## config.mk

```make
export PLATFORM = sky130hd
export DESIGN_NAME = fpc_pipe
export DESIGN_NICKNAME = d
export VERILOG_FILES = /design/src/rtl/fpc_pipe.sv
export SDC_FILE = /design/constraint.sdc
export NUM_CORES = 1
export LEC_CHECK = 0
export BUFFER_PORTS_ARGS = -buffer_cell sky130_fd_sc_hd__clkbuf_2
export CAP_MARGIN = 20
export CORE_ASPECT_RATIO = 0.5
export CORE_MARGIN = 3
export CORE_UTILIZATION = 30
export CTS_BUF_LIST = sky130_fd_sc_hd__clkbuf_8 sky130_fd_sc_hd__clkbuf_16
export DETAILED_ROUTE_END_ITERATION = 8
export PLACE_DENSITY = 0.54
export SLEW_MARGIN = 20
export SYNTH_ARGS = -nofsm -noshare
export SYNTH_HDL_FRONTEND = slang
export SYNTH_SLANG_ARGS = --single-unit
```

## constraint.sdc

```tcl
create_clock -name clk -period 5.4 [get_ports clk]
set_clock_uncertainty 0.2 [all_clocks]
set_input_delay 0 -clock clk [delete_from_list [all_inputs] [get_ports clk]]
set_output_delay 0 -clock clk [all_outputs]
set_load 0.005 [all_outputs]
```

## src/rtl/fpc_pipe.sv

```systemverilog
// Pipelined floating-point add/sub/mul. Accepts one operation per cycle and returns
// results in order four register banks later. Output backpressure freezes the whole pipe.
module fpc_pipe #(
  parameter int unsigned EXP_W = 8,
  parameter int unsigned MAN_W = 7
) (
  input  logic                 clk,
  input  logic                 rst_n,
  input  logic                 in_valid,
  output logic                 in_ready,
  input  logic [EXP_W+MAN_W:0] in_a,
  input  logic [EXP_W+MAN_W:0] in_b,
  input  logic [1:0]           mode,
  output logic                 out_valid,
  input  logic                 out_ready,
  output logic [EXP_W+MAN_W:0] out,
  output logic [1:0]           out_flags
);
  localparam int unsigned W  = 1 + EXP_W + MAN_W;
  localparam int unsigned AW = MAN_W + 4;          // hidden + mantissa + G/R/S
  localparam int unsigned NW = MAN_W + 5;          // AW plus carry-out bit
  localparam int unsigned EW = EXP_W + 2;
  localparam int unsigned PW = 2 * MAN_W + 2;
  localparam int unsigned LW = $clog2(NW);
  localparam int unsigned XW = EW + LW + 1;
  localparam logic [EXP_W-1:0]     EMAX  = '1;
  localparam logic [EW-1:0]        BIAS  = EW'((1 << (EXP_W - 1)) - 1);
  localparam logic [PW-1:0]        PMASK = ~({PW{1'b1}} << (MAN_W - 2));
  localparam logic signed [XW-1:0] EINF  = XW'((1 << EXP_W) - 1);

  logic stall;

  // Operand register: raw operands with b's sign already flipped for sub.
  logic         v1_q, mul1_q;
  logic [W-1:0] a1_q, b1_q;

  // Aligned register: x is the larger-magnitude operand for add.
  logic              v2_q, mul2_q, sx2_q, sy2_q, zx2_q, zy2_q, ix2_q, iy2_q;
  logic [EXP_W-1:0]  ex2_q, ey2_q;
  logic [AW-1:0]     gx2_q, gy2_q;
  logic              sx2_d, sy2_d, zx2_d, zy2_d, ix2_d, iy2_d;
  logic [EXP_W-1:0]  ex2_d, ey2_d;
  logic [AW-1:0]     gx2_d, gy2_d;

  // Compute register: unnormalised significand with carry bit and G/R/S.
  logic          v3_q, s3_q, sp3_q;
  logic [NW-1:0] n3_q;
  logic [EW-1:0] e3_q;
  logic [W-1:0]  spv3_q;
  logic          s3_d, sp3_d;
  logic [NW-1:0] n3_d;
  logic [EW-1:0] e3_d;
  logic [W-1:0]  spv3_d;

  logic         vo_q;
  logic [W-1:0] out_q, out_d;
  logic [1:0]   flags_q, flags_d;

  assign stall     = vo_q && !out_ready;
  assign in_ready  = !stall;
  assign out_valid = vo_q;
  assign out       = out_q;
  assign out_flags = flags_q;

  // Decode and align.
  logic [EXP_W-1:0] ea, eb, dexp;
  logic [AW-1:0]    siga, sigb, sig_s, amask;
  logic             za, zb, ia, ib, swap;
  always_comb begin
    ea    = a1_q[W-2:MAN_W];
    eb    = b1_q[W-2:MAN_W];
    za    = (ea == '0);
    zb    = (eb == '0);
    ia    = (ea == EMAX);
    ib    = (eb == EMAX);
    siga  = za ? '0 : {1'b1, a1_q[MAN_W-1:0], 3'b000};
    sigb  = zb ? '0 : {1'b1, b1_q[MAN_W-1:0], 3'b000};
    swap  = !mul1_q && ({eb, sigb} > {ea, siga});
    sx2_d = swap ? b1_q[W-1] : a1_q[W-1];
    sy2_d = swap ? a1_q[W-1] : b1_q[W-1];
    ex2_d = swap ? eb : ea;
    ey2_d = swap ? ea : eb;
    zx2_d = swap ? zb : za;
    zy2_d = swap ? za : zb;
    ix2_d = swap ? ib : ia;
    iy2_d = swap ? ia : ib;
    gx2_d = swap ? sigb : siga;
    sig_s = swap ? siga : sigb;
    dexp  = ex2_d - ey2_d;
    amask = ~({AW{1'b1}} << dexp);
    if (mul1_q)
      gy2_d = sig_s;
    else if (32'(dexp) >= MAN_W + 3)
      gy2_d = AW'(|sig_s);
    else
      gy2_d = (sig_s >> dexp) | AW'(|(sig_s & amask));
  end

  // Compute; specials are resolved here and carried alongside the datapath.
  logic [PW-1:0] prod;
  always_comb begin
    prod = PW'(gx2_q[AW-1:3]) * PW'(gy2_q[AW-1:3]);
    if (mul2_q) begin
      n3_d   = {(NW-1)'(prod >> (MAN_W - 2)), |(prod & PMASK)};
      e3_d   = {2'b00, ex2_q} + {2'b00, ey2_q} - BIAS;
      s3_d   = sx2_q ^ sy2_q;
      sp3_d  = ix2_q | iy2_q | zx2_q | zy2_q;
      spv3_d = (ix2_q | iy2_q) ? {s3_d, EMAX, {MAN_W{1'b0}}} : {s3_d, {(W-1){1'b0}}};
    end else begin
      n3_d   = (sx2_q == sy2_q) ? {1'b0, gx2_q} + {1'b0, gy2_q}
                                : {1'b0, gx2_q} - {1'b0, gy2_q};
      e3_d   = {2'b00, ex2_q};
      s3_d   = sx2_q;
      sp3_d  = ix2_q;
      spv3_d = {sx2_q & !(iy2_q && (sy2_q != sx2_q)), EMAX, {MAN_W{1'b0}}};
    end
  end

  // Normalise, round, range-check.
  logic signed [XW-1:0] ee;
  logic [LW-1:0]        lz;
  logic [NW-2:0]        nn;
  logic [MAN_W:0]       mr;
  logic                 rnd;
  always_comb begin
    ee = {{(XW-EW){e3_q[EW-1]}}, e3_q};
    lz = '0;
    if (n3_q[NW-1]) begin
      nn = {n3_q[NW-1:2], n3_q[1] | n3_q[0]};
      ee = ee + XW'(1);
    end else begin
      for (int unsigned i = 0; i < NW - 1; i++)
        if (n3_q[i]) lz = LW'(NW - 2 - i);
      nn = (NW-1)'(n3_q << lz);
      ee = ee - XW'(lz);
    end
    rnd = nn[2] & (nn[1] | nn[0] | nn[3]);
    mr  = {1'b0, nn[NW-3:3]} + (MAN_W+1)'(rnd);
    if (mr[MAN_W]) ee = ee + XW'(1);
    flags_d = 2'b00;
    if (sp3_q)
      out_d = spv3_q;
    else if (!nn[NW-2])
      out_d = '0;
    else if (ee >= EINF) begin
      out_d   = {s3_q, EMAX, {MAN_W{1'b0}}};
      flags_d = 2'b10;
    end else if (ee[XW-1] || ee == '0) begin
      out_d   = {s3_q, {(W-1){1'b0}}};
      flags_d = 2'b01;
    end else
      out_d = {s3_q, ee[EXP_W-1:0], mr[MAN_W-1:0]};
  end

  always_ff @(posedge clk or negedge rst_n) begin
    if (!rst_n) begin
      v1_q <= 1'b0; mul1_q <= 1'b0; a1_q <= '0; b1_q <= '0;
      v2_q <= 1'b0; mul2_q <= 1'b0; sx2_q <= 1'b0; sy2_q <= 1'b0;
      zx2_q <= 1'b0; zy2_q <= 1'b0; ix2_q <= 1'b0; iy2_q <= 1'b0;
      ex2_q <= '0; ey2_q <= '0; gx2_q <= '0; gy2_q <= '0;
      v3_q <= 1'b0; s3_q <= 1'b0; sp3_q <= 1'b0; n3_q <= '0; e3_q <= '0; spv3_q <= '0;
      vo_q <= 1'b0; out_q <= '0; flags_q <= '0;
    end else if (!stall) begin
      v1_q   <= in_valid;
      mul1_q <= (mode == 2'b10);
      a1_q   <= in_a;
      b1_q   <= {in_b[W-1] ^ (mode == 2'b01), in_b[W-2:0]};
      v2_q   <= v1_q;
      mul2_q <= mul1_q;
      sx2_q  <= sx2_d; sy2_q <= sy2_d; zx2_q <= zx2_d; zy2_q <= zy2_d;
      ix2_q  <= ix2_d; iy2_q <= iy2_d; ex2_q <= ex2_d; ey2_q <= ey2_d;
      gx2_q  <= gx2_d; gy2_q <= gy2_d;
      v3_q   <= v2_q;
      s3_q   <= s3_d; sp3_q <= sp3_d; n3_q <= n3_d; e3_q <= e3_d; spv3_q <= spv3_d;
      vo_q   <= v3_q;
      out_q  <= out_d;
      flags_q <= flags_d;
    end
  end
endmodule

```

Word level (Yosys, flattened, before mapping) --
Cells that the tools add are included.
Operators by class: equality and inequality tests 6, bitwise operators 13, magnitude comparators 3, reductions and logical operators 14, shifts and indexed selects 3, multiply operators 1, add/sub/neg operators 9, multiplexer cells 44
Operators with widths (count):
- $mux W11 | 7
- $mux W15 | 5
- $mux W16 | 3
- $mux W4 | 12
- $mux W12 | 2
- $reduce_or A11 Y1 | 2
- $gt A19 B19 Y1 | 1
- $eq A8 B8 Y1 const B | 2
- $logic_not A8 Y1 | 2
- $mul A8 B8 Y16 | 1
- $mux W8 | 2
- $add A15 B2 Y15 const B | 1
- $ge A15 B9 Y1 const B | 1
- $logic_not A15 Y1 | 1
- $add A11 B11 Y12 | 1
- $shl A12 B4 Y11 | 1
- $sub A11 B11 Y12 | 1
- $add A10 B2 Y11 const B | 1
- $and A11 B11 Y11 | 1
- $not A11 Y11 | 1
- $or A11 B1 Y11 | 1
- $shl A11 B8 Y11 const A | 1
- $shr A11 B8 Y11 | 1
- $sub A10 B5 Y11 | 1
- 19 further kinds | 41
Word-level totals: input port bits 38, flip-flop bits (word level) 140, logic and storage cells 118

Longest topological paths before layout --
Gate-level depths: netlist of the first run.
depth after elaboration 25, mapped depth 25

Worst setup path before layout of the first run --
Ideal clock, no wire load.
path kind register to register, from register gy2_q[7], to register n3_q[11], arrival time 4.748 ns, setup slack 0.383 ns, stages on the path, launching flop included 19, cell sequence dfrtp_1 -> clkbuf_1 -> and2_1 -> fa_1 -> fa_1 -> inv_1 -> fa_1 -> fa_1 -> inv_1 -> ha_1 -> o21ai_0 -> a21boi_0 -> o21ai_0 -> a21boi_0 -> o21ai_0 -> a21oi_1 -> a211oi_1 -> or4b_2 -> nand3_1
Between the ends: longest elaborated chain between the ends 3, elaborated cells between the ends (all ways) 5, those cells by class add/sub: 2; mul: 1; mux: 2
Ends and longest elaborated chain:
- from (decl) | line 40 | logic [AW-1:0] gx2_q, gy2_q;
- from (signal assigned) | line 172 | gx2_q <= gx2_d; gy2_q <= gy2_d;
- parallel branches: the longest is 2 deep, another holds $mul A8 B8 Y16
- $mux W12 (*) | line 103 | if (mul2_q) begin
- to (signal assigned) | line 161 | v3_q <= 1'b0; s3_q <= 1'b0; sp3_q <= 1'b0; n3_q <= '0; e3_q <= '0; spv3_q <= '0;
- to (signal assigned) | line 174 | s3_q <= s3_d; sp3_q <= sp3_d; n3_q <= n3_d; e3_q <= e3_d; spv3_q <= spv3_d;
- to (decl) | line 47 | logic [NW-1:0] n3_q;
Every way passes the cells marked *. A chain may end at the register's enable or synchronous reset.

Worst setup path in the final report of the first run --
from register n3_q[7], to register out_q[6], in the netlist out[6]
Between the ends: longest elaborated chain between the ends 18, elaborated cells between the ends (all ways) 22, those cells by class add/sub: 3; order compare: 1; shift: 1; mux: 12; bitwise: 3; reduce/logical: 2
Ends and longest elaborated chain:
- parallel branches: the longest is 16 deep, another holds $add A15 B2 Y15
- $mux W16 (*) | line 143 | else if (!nn[NW-2])
- $mux W16 (*) | line 141 | if (sp3_q)
- to (signal assigned) | line 176 | out_q <= out_d;
- to (decl) | line 56 | logic [W-1:0] out_q, out_d;
Every way passes the cells marked *. The select of a mux whose other input is x is not followed.

==> report_table.html, run 1 <==
<table>
<tr><th>Metric</th><th>Value</th></tr>
<tr><th colspan="2">Global route</th></tr>
<tr><td>Tot GR Track Use</td><td>16.02%</td></tr>
<tr><td>Grt ovf</td><td>0</td></tr>
<tr><td>Via count of the first global-routing pass</td><td>10.15k</td></tr>
<tr><td>Maximum number of pins on one net before global-route repair</td><td>94</td></tr>
<tr><td>Global-route wire length before repair</td><td>54.28 mm</td></tr>
<tr><td>Antenna violations before repair</td><td>0</td></tr>
<tr><th colspan="2">STA</th></tr>
<tr><td>Setup-failing EPs final</td><td>0</td></tr>
<tr><td>Setup slack after layout</td><td>0.3420 ns</td></tr>
<tr><td>Setup TNS</td><td>0 ns</td></tr>
<tr><td>Final max-slew violation count</td><td>0</td></tr>
<tr><td>Unrepaired setup endpoints after global routing</td><td>no</td></tr>
<tr><td>Final hold violation count</td><td>0</td></tr>
<tr><td>Maximum frequency from static timing analysis</td><td>0.1977 GHz</td></tr>
<tr><td>Transition time at the pin with the least slew margin</td><td>0.8871 ns</td></tr>
<tr><td>Share of the clock period used by the worst path</td><td>93.67%</td></tr>
<tr><td>Worst-case hold slack</td><td>0.09416 ns</td></tr>
<tr><td>Worst-case headroom to the max-slew limit</td><td>40.11%</td></tr>
<tr><td>Tmin final</td><td>5.058 ns</td></tr>
<tr><th colspan="2">Floorplan</th></tr>
<tr><td>Core ar.</td><td>37850 um2</td></tr>
<tr><td>Die boundary width</td><td>284.8 um</td></tr>
<tr><td>Std cell rows</td><td>50</td></tr>
<tr><td>Die Y</td><td>145.4 um</td></tr>
<tr><td>Initial standard-cell utilization of the core</td><td>30.81%</td></tr>
<tr><td>Die area</td><td>41410 um2</td></tr>
<tr><td>Number of top-level pins</td><td>58</td></tr>
<tr><th colspan="2">Synthesis</th></tr>
<tr><td>Share of the synthesized area in the top cell type</td><td>26.40%</td></tr>
<tr><td>Post-synth EDFFs</td><td>0</td></tr>
<tr><td>Total nets after synthesis</td><td>1611</td></tr>
<tr><td>Netlist area before placement</td><td>11660 um2</td></tr>
<tr><td>Largest cells by area after synthesis</td><td>sky130_fd_sc_hd__dfrtp_1 (26%), sky130_fd_sc_hd__ha_1 (9.8%), sky130_fd_sc_hd__nand2_1 (8.0%)</td></tr>
<tr><td>Number of storage elements in the synthesis netlist</td><td>123</td></tr>
<tr><td>Library cell occupying the most area in the post-synthesis netlist</td><td>sky130_fd_sc_hd__dfrtp_1</td></tr>
<tr><td>Cells after synthesis</td><td>1443</td></tr>
<tr><td>Share of flip-flops with an asynchronous set or reset after synthesis</td><td>100.0%</td></tr>
<tr><td>Leading register cell type out of synthesis</td><td>sky130_fd_sc_hd__dfrtp_1</td></tr>
<tr><td>Mean post-synth cell area</td><td>8.080 um2</td></tr>
<tr><td>Number of library cell types mapped by synthesis</td><td>92</td></tr>
<tr><td>Yosys warnings</td><td>0</td></tr>
<tr><td>Sequential cell area fraction in the yosys report</td><td>26.40%</td></tr>
<tr><th colspan="2">CTS</th></tr>
<tr><td>Clk root buf</td><td>sky130_fd_sc_hd__clkbuf_16</td></tr>
<tr><td>Total clock buffers created by CTS</td><td>17</td></tr>
<tr><td>Clk Latency, worst-skew pair</td><td>0.45 ns</td></tr>
<tr><td>Clock tree buffer depth</td><td>2</td></tr>
<tr><td>Reg clk slew, reported paths</td><td>0.06 ns</td></tr>
<tr><td>CTS H-tree lvls</td><td>4</td></tr>
<tr><td>CTS tree</td><td>done</td></tr>
<tr><td>Clock sink total</td><td>123</td></tr>
<tr><th colspan="2">Worst setup path</th></tr>
<tr><td>Endpoint arrival time on the critical path</td><td>5.18 ns</td></tr>
<tr><td>Register-to-register setup slack</td><td>0.34 ns</td></tr>
<tr><td>Critical Path, Cell by Cell</td><td>or4_4 -&gt; o221a_4 -&gt; nor3_1 -&gt; and2_1 -&gt; ha_1 -&gt; nor2b_1 -&gt; ha_1 -&gt; a31oi_1 -&gt; and2_1 -&gt; o21ai_0 -&gt; a221o_1 -&gt; buf_4 -&gt; nand4b_1 -&gt; a21oi_1 -&gt; o211ai_1 -&gt; and4_2 -&gt; a22o_1</td></tr>
<tr><td>Type of destination of the critical path</td><td>flop</td></tr>
<tr><td>Crit path largest cell delay</td><td>0.52 ns</td></tr>
<tr><td>Crit Path Max Fanout</td><td>10</td></tr>
<tr><td>Sort of element at the start of the critical path</td><td>flop</td></tr>
<tr><td>Type of the setup path with the least slack</td><td>reg -&gt; reg</td></tr>
<tr><td>Req. time, crit path</td><td>5.52 ns</td></tr>
<tr><td>Slowest stage cell, crit path</td><td>sky130_fd_sc_hd__or4_4</td></tr>
<tr><th colspan="2">Flow run</th></tr>
<tr><td>Number of violations of the max-capacitance limit</td><td>0</td></tr>
<tr><th colspan="2">Finish</th></tr>
<tr><td>Layout Area Growth over Synthesis</td><td>18.40%</td></tr>
<tr><td>Number of inserted diodes</td><td>0</td></tr>
<tr><td>Share of layout cells above drive strength 1</td><td>13.00%</td></tr>
<tr><td>Final #Nets</td><td>1718</td></tr>
<tr><td>Finished layout cell area</td><td>13810 um2</td></tr>
<tr><th colspan="2">Placed design</th></tr>
<tr><td>Placer congestion estimate</td><td>0.9041</td></tr>
<tr><td>Cell area after placement</td><td>12780 um2</td></tr>
<tr><td>Port-buffer cells</td><td>57</td></tr>
<tr><td>Hpwl dp</td><td>24.87 mm</td></tr>
<tr><td>Placement-stage worst setup slack</td><td>0.2039 ns</td></tr>
<tr><th colspan="2">Routing</th></tr>
<tr><td>Residual antenna-violating net count after detailed routing</td><td>0</td></tr>
<tr><td>DR DRC count</td><td>0</td></tr>
<tr><td>Via density per instance</td><td>5.060</td></tr>
<tr><td>Starting DRC count in detailed routing</td><td>652</td></tr>
<tr><td>WL per Instance</td><td>15.69 um</td></tr>
<tr><td>Detailed-router iteration count before antenna repair</td><td>5</td></tr>
<tr><td>Vias after detailed routing</td><td>10.54k</td></tr>
<tr><td>Final wirelength</td><td>32.67 mm</td></tr>
<tr><th colspan="2">Hold path</th></tr>
<tr><td>Kind of path behind the tightest hold check</td><td>in -&gt; reg</td></tr>
<tr><th colspan="2">Run status</th></tr>
<tr><td>Status</td><td>finished, final reports clean</td></tr>
</table>
## critical path, delay by kind of cell (launching register included)
| family | cells | cell delay [ns] |
|---|---|---|
| AO/OA/AOI/OAI | 7 | 1.69 |
| adder cells (fa/ha/maj) | 2 | 0.60 |
| buffers and inverters | 1 | 0.18 |
| flip-flops | 1 | 0.49 |
| AND/OR/NAND/NOR | 7 | 1.79 |
## flip-flops by register name (all words and copies together) (netlist names), 8 cells and up
register,count
a1_q,16
b1_q,16
out,16
n3_q,12
gy2_q,11
e3_q,10
ex2_q,8
ey2_q,8
gx2_q,8
## cell usage after synthesis (6+ instances only)
library cell / number
sky130_fd_sc_hd__o221a_2: 6
sky130_fd_sc_hd__mux2i_1: 22
sky130_fd_sc_hd__ha_1: 91
sky130_fd_sc_hd__a21oi_1: 84
sky130_fd_sc_hd__o21ai_0: 86
sky130_fd_sc_hd__and3_1: 10
sky130_fd_sc_hd__a22o_1: 9
sky130_fd_sc_hd__a31oi_1: 34
sky130_fd_sc_hd__nand3_1: 37
sky130_fd_sc_hd__inv_1: 104
sky130_fd_sc_hd__a21o_1: 18
sky130_fd_sc_hd__o21bai_1: 6
sky130_fd_sc_hd__o211ai_1: 6
sky130_fd_sc_hd__nand2_1: 247
sky130_fd_sc_hd__nand2b_1: 10
sky130_fd_sc_hd__or3_1: 10
sky130_fd_sc_hd__fa_1: 39
sky130_fd_sc_hd__nor4_1: 12
sky130_fd_sc_hd__a32oi_1: 8
sky130_fd_sc_hd__nand4_1: 13
sky130_fd_sc_hd__buf_1: 10
sky130_fd_sc_hd__a22oi_1: 9
sky130_fd_sc_hd__o21a_1: 10
sky130_fd_sc_hd__and4_1: 7
sky130_fd_sc_hd__o31ai_1: 6
sky130_fd_sc_hd__nor2b_1: 20
sky130_fd_sc_hd__xnor2_1: 31
sky130_fd_sc_hd__xor2_1: 24
sky130_fd_sc_hd__nor3_1: 22
sky130_fd_sc_hd__dfrtp_1: 123
sky130_fd_sc_hd__nor2_1: 100
sky130_fd_sc_hd__and2_1: 49
sky130_fd_sc_hd__clkbuf_1: 55
## worst paths after layout
check                           startpoint         to  depth (start not counted)
worst max-delay path               n3_q[7]     out[6]                         17
worst min-delay path              in_b[13]   b1_q[13]                          4
worst max register to register     n3_q[7]     out[6]                         17
worst min register to register     a1_q[2]    a1_q[2]                          2
max in group asynchronous            rst_n     out[3]                          4
min in group asynchronous            rst_n  out_valid                          4
## timing repair
action	in CTS	in global routing
hold endpoints to repair	117	0
hold buffers	40	0
endpoints found under the setup margin	0	10
resized for setup	0	8
buffers inserted	0	2
## final cells by class
cell class / instances / area (um2)
fillers: 3939 / 24040
multi-input cells: 1137 / 7878
flip-flops and latches: 123 / 3078
repair buffers: 164 / 1212
well taps: 520 / 650.6
clock buffers: 19 / 452.9
inverters: 107 / 409.1
clock inverters: 12 / 125.1
## placed cells by master, fill, tap and decap left out, drive strengths merged, types with 10 or more instances in the layout
| cell type | netlist | routed |
|---|---|---|
| clkbuf | 55 | 75 |
| nor2 | 102 | 102 |
| and3 | 10 | 10 |
| fa | 39 | 39 |
| or3 | 10 | 10 |
| a21o | 18 | 18 |
| nand4 | 14 | 14 |
| inv | 106 | 107 |
| a31oi | 34 | 34 |
| nand2b | 10 | 10 |
| and2 | 50 | 50 |
| nor2b | 20 | 20 |
| dfrtp | 123 | 123 |
| o21a | 10 | 10 |
| ha | 91 | 91 |
| xor2 | 24 | 24 |
| nand3 | 37 | 37 |
| nor4 | 14 | 14 |
| dlygate4sd3 | 0 | 39 |
| nor3 | 22 | 22 |
| mux2i | 23 | 23 |
| a21oi | 85 | 85 |
| buf | 21 | 69 |
| xnor2 | 31 | 31 |
| nand2 | 247 | 247 |
| o21ai | 90 | 90 |
## metal layers
layer	GRT usage [%]	part of all wire [%]	vias up
li1	-	-	5300
met1	23.43	51	4969
met2	24.41	44	248
met3	3.130	5.0	18
met4	3.491	0.88	0
met5	0	0	-
## logic make-up (layout without fill, tap and decap cells)
family          Yosys count  count (layout)  synth area share [%]
simple gates            574             574                 23.93
compound gates          349             349                 19.98
buf+inv                 183             302                 6.245
fa+ha+maj               130             130                 16.46
flops                   123             123                 26.40
xor+xnor                 55              55                 4.131
mux                      29              29                 2.854
## per-stage QoR
step           utilization (%)  instances
2_1_floorplan                -       1443
3_3_place_gp             33.77       2009
3_5_place_dp             33.77       2009
4_1_cts                  36.40       2080
5_1_grt                  36.48       2082
6_report                 36.48       2082
Power of run 1 is not shown: default switching activity piles up to over one toggle a cycle in this logic, so the estimate is an artifact.
==> run 2, diff against run 1 <==
Settings changed: ABC_AREA from default to 1.
==> run 2 against run 1 <==
Compared with the run above:
- fmax rose by 3.0%
- cell count rose by 8.3%
- via count rose by 0.65%
- count of clock-buffer cells in the layout fell by 1
- first-iteration DRC count rose by 2.3%
- critical endpoint is now out[14]
- die area fell by 1.7%
- sequential share of layout area rose by 0.52 points
==> report_table.html, run 2 <==
<table>
<tr><th>Metric</th><th>Value</th></tr>
<tr><th colspan="2">Routing</th></tr>
<tr><td>Detailed-router iteration count before antenna repair</td><td>5</td></tr>
<tr><td>Vias after detailed routing</td><td>10.60k</td></tr>
<tr><td>WL per Instance</td><td>14.17 um</td></tr>
<tr><td>Residual antenna-violating net count after detailed routing</td><td>0</td></tr>
<tr><td>Starting DRC count in detailed routing</td><td>667</td></tr>
<tr><td>Final wirelength</td><td>31.93 mm</td></tr>
<tr><td>Via density per instance</td><td>4.704</td></tr>
<tr><td>DR DRC count</td><td>0</td></tr>
<tr><th colspan="2">Synthesis</th></tr>
<tr><td>Cells after synthesis</td><td>1655</td></tr>
<tr><td>Library cell occupying the most area in the post-synthesis netlist</td><td>sky130_fd_sc_hd__dfrtp_1</td></tr>
<tr><td>Number of storage elements in the synthesis netlist</td><td>123</td></tr>
<tr><td>Most common cell in the synthesized netlist</td><td>sky130_fd_sc_hd__nand2_1</td></tr>
<tr><td>Sequential cell area fraction in the yosys report</td><td>26.88%</td></tr>
<tr><td>Mean post-synth cell area</td><td>6.920 um2</td></tr>
<tr><td>Leading register cell type out of synthesis</td><td>sky130_fd_sc_hd__dfrtp_1</td></tr>
<tr><td>Netlist area before placement</td><td>11450 um2</td></tr>
<tr><td>Post-synth EDFFs</td><td>0</td></tr>
<tr><td>Share of the synthesized area in the top cell type</td><td>26.88%</td></tr>
<tr><td>Total nets after synthesis</td><td>1823</td></tr>
<tr><td>Largest cells by area after synthesis</td><td>sky130_fd_sc_hd__dfrtp_1 (27%), sky130_fd_sc_hd__nand2_1 (15%), sky130_fd_sc_hd__ha_1 (9.9%)</td></tr>
<tr><td>Yosys warnings</td><td>0</td></tr>
<tr><td>Most common library cells after synthesis</td><td>sky130_fd_sc_hd__nand2_1 (462), sky130_fd_sc_hd__inv_1 (245), sky130_fd_sc_hd__dfrtp_1 (123)</td></tr>
<tr><td>Number of library cell types mapped by synthesis</td><td>47</td></tr>
<tr><td>Share of flip-flops with an asynchronous set or reset after synthesis</td><td>100.0%</td></tr>
<tr><th colspan="2">CTS</th></tr>
<tr><td>Clock tree buffer depth</td><td>2</td></tr>
<tr><td>Clk Latency, worst-skew pair</td><td>0.44 ns</td></tr>
<tr><td>Clk root buf</td><td>sky130_fd_sc_hd__clkbuf_16</td></tr>
<tr><td>Reg clk slew, reported paths</td><td>0.06 ns</td></tr>
<tr><td>Total clock buffers created by CTS</td><td>17</td></tr>
<tr><td>CTS H-tree lvls</td><td>4</td></tr>
<tr><td>CTS tree</td><td>done</td></tr>
<tr><td>Clock sink total</td><td>123</td></tr>
<tr><th colspan="2">Floorplan</th></tr>
<tr><td>Initial standard-cell utilization of the core</td><td>31.13%</td></tr>
<tr><td>Core ar.</td><td>36790 um2</td></tr>
<tr><td>Number of top-level pins</td><td>58</td></tr>
<tr><td>Die area</td><td>40700 um2</td></tr>
<tr><td>Die boundary width</td><td>282.3 um</td></tr>
<tr><td>Std cell rows</td><td>49</td></tr>
<tr><td>Die Y</td><td>144.2 um</td></tr>
<tr><th colspan="2">Hold path</th></tr>
<tr><td>Kind of path behind the tightest hold check</td><td>in -&gt; async</td></tr>
<tr><th colspan="2">Placed design</th></tr>
<tr><td>Port-buffer cells</td><td>57</td></tr>
<tr><td>Hpwl dp</td><td>24.64 mm</td></tr>
<tr><td>Placer congestion estimate</td><td>0.8780</td></tr>
<tr><td>Placement-stage worst setup slack</td><td>0.3411 ns</td></tr>
<tr><td>Cell count after placement</td><td>2167</td></tr>
<tr><th colspan="2">STA</th></tr>
<tr><td>Setup slack after layout</td><td>0.4887 ns</td></tr>
<tr><td>Final hold violation count</td><td>0</td></tr>
<tr><td>Setup TNS</td><td>0 ns</td></tr>
<tr><td>Maximum frequency from static timing analysis</td><td>0.2036 GHz</td></tr>
<tr><td>Tmin final</td><td>4.911 ns</td></tr>
<tr><td>Transition time at the pin with the least slew margin</td><td>0.9076 ns</td></tr>
<tr><td>Worst-case headroom to the max-slew limit</td><td>39.49%</td></tr>
<tr><td>Unrepaired setup endpoints after global routing</td><td>no</td></tr>
<tr><td>Final max-slew violation count</td><td>0</td></tr>
<tr><td>Share of the clock period used by the worst path</td><td>90.95%</td></tr>
<tr><td>Setup-failing EPs final</td><td>0</td></tr>
<tr><th colspan="2">Worst setup path</th></tr>
<tr><td>Req. time, crit path</td><td>5.49 ns</td></tr>
<tr><td>Crit-path most repeated cell</td><td>sky130_fd_sc_hd__nand2_1</td></tr>
<tr><td>Crit Path Max Fanout</td><td>11</td></tr>
<tr><td>Sort of element at the start of the critical path</td><td>flop</td></tr>
<tr><td>Type of destination of the critical path</td><td>flop</td></tr>
<tr><td>Type of the setup path with the least slack</td><td>reg -&gt; reg</td></tr>
<tr><td>Crit path largest cell delay</td><td>0.39 ns</td></tr>
<tr><td>Endpoint arrival time on the critical path</td><td>5.00 ns</td></tr>
<tr><td>Slowest stage cell, crit path</td><td>sky130_fd_sc_hd__dfrtp_1</td></tr>
<tr><th colspan="2">Finish</th></tr>
<tr><td>Share of layout cells above drive strength 1</td><td>10.40%</td></tr>
<tr><td>Layout Area Growth over Synthesis</td><td>17.79%</td></tr>
<tr><td>Most common cell after layout, fill and taps aside</td><td>sky130_fd_sc_hd__nand2_1</td></tr>
<tr><td>Highest-count cells in the layout ignoring fill and taps</td><td>sky130_fd_sc_hd__nand2_1 (462), sky130_fd_sc_hd__inv_1 (246), sky130_fd_sc_hd__dfrtp_1 (123)</td></tr>
<tr><td>Final #Nets</td><td>1925</td></tr>
<tr><td>Number of inserted diodes</td><td>0</td></tr>
<tr><td>Final instance count without filler cells</td><td>2254</td></tr>
<tr><th colspan="2">Global route</th></tr>
<tr><td>Global-route wire length before repair</td><td>53.77 mm</td></tr>
<tr><td>Antenna violations before repair</td><td>1</td></tr>
<tr><td>Via count of the first global-routing pass</td><td>10.27k</td></tr>
<tr><td>Tot GR Track Use</td><td>16.45%</td></tr>
<tr><td>Maximum number of pins on one net before global-route repair</td><td>76</td></tr>
<tr><td>Grt ovf</td><td>0</td></tr>
<tr><th colspan="2">Run status</th></tr>
<tr><td>Status</td><td>finished, final reports clean</td></tr>
<tr><th colspan="2">Flow run</th></tr>
<tr><td>Number of violations of the max-capacitance limit</td><td>0</td></tr>
</table>
## run 2: routing by layer
metal  GRT usage [%]  vias to the layer above  part of all wire, %
met1           24.28                     4864                   54
met5               0                        -                0.041
met4           3.503                        2                  1.1
met2           25.07                      191                   41
met3           2.952                       27                  3.5
li1                -                     5519                    -
## run 2: timing repair
item | 4_1_cts | 5_1_grt
endpoints found under the setup margin | 0 | 15
buffers inserted | 0 | 0
gates resized for setup | 0 | 4
hold buffers | 55 | 0
hold endpoints to repair | 101 | 0
## run 2: layout make-up
class                   instances  area (um2)
clock buffers                  18       439.2
clock inverters                14       170.2
fillers                      3953       23300
inverters                     253       952.2
multi-input cells            1215        7143
flip-flops and latches        123        3078
well taps                     484       605.6
repair buffers                147        1101
## run 2: path summary, 6_finish.rpt
path	endpoint	cells after the start	slack [ns]	from
min	out[11]	2	0.01	rst_n
max	out[14]	31	0.49	n3_q[9]
max reg2reg	out[14]	31	0.49	n3_q[9]
min in group clk	a1_q[11]	4	0.12	in_a[11]
min reg2reg	v2_q	2	0.27	v1_q
max in group asynchronous	v3_q	3	3.70	rst_n
## run 2: worst max-delay path: cells and delay by family (launching register included)
family | cells | cell delay, ns
simple gates | 17 | 1.81
flops | 1 | 0.39
fa+ha+maj | 2 | 0.54
xor+xnor | 2 | 0.28
compound gates | 3 | 0.52
buf+inv | 7 | 1.02
## run 2: kinds of logic (layout without fill, tap and decap cells)
| kind of cell | count (synthesis) | after routing | synth area share (%) |
|---|---|---|---|
| fa+ha+maj | 130 | 130 | 16.76 |
| buf+inv | 317 | 432 | 10.95 |
| xor+xnor | 43 | 43 | 3.354 |
| simple gates | 774 | 774 | 28.97 |
| compound gates | 268 | 268 | 13.09 |
| flops | 123 | 123 | 26.88 |
## run 2: stage by stage
stage          instance area [um2]  utilization [%]  hold slack (ns)
6_report                     13490            36.67          0.01357
3_3_place_gp                 12310            33.48         -0.02945
4_1_cts                      13470            36.63          0.03592
3_5_place_dp                 12310            33.48         -0.02402
5_1_grt                      13490            36.67          0.09728
2_1_floorplan                11450                -          -0.4956
Power of run 2 is left out for the same reason.
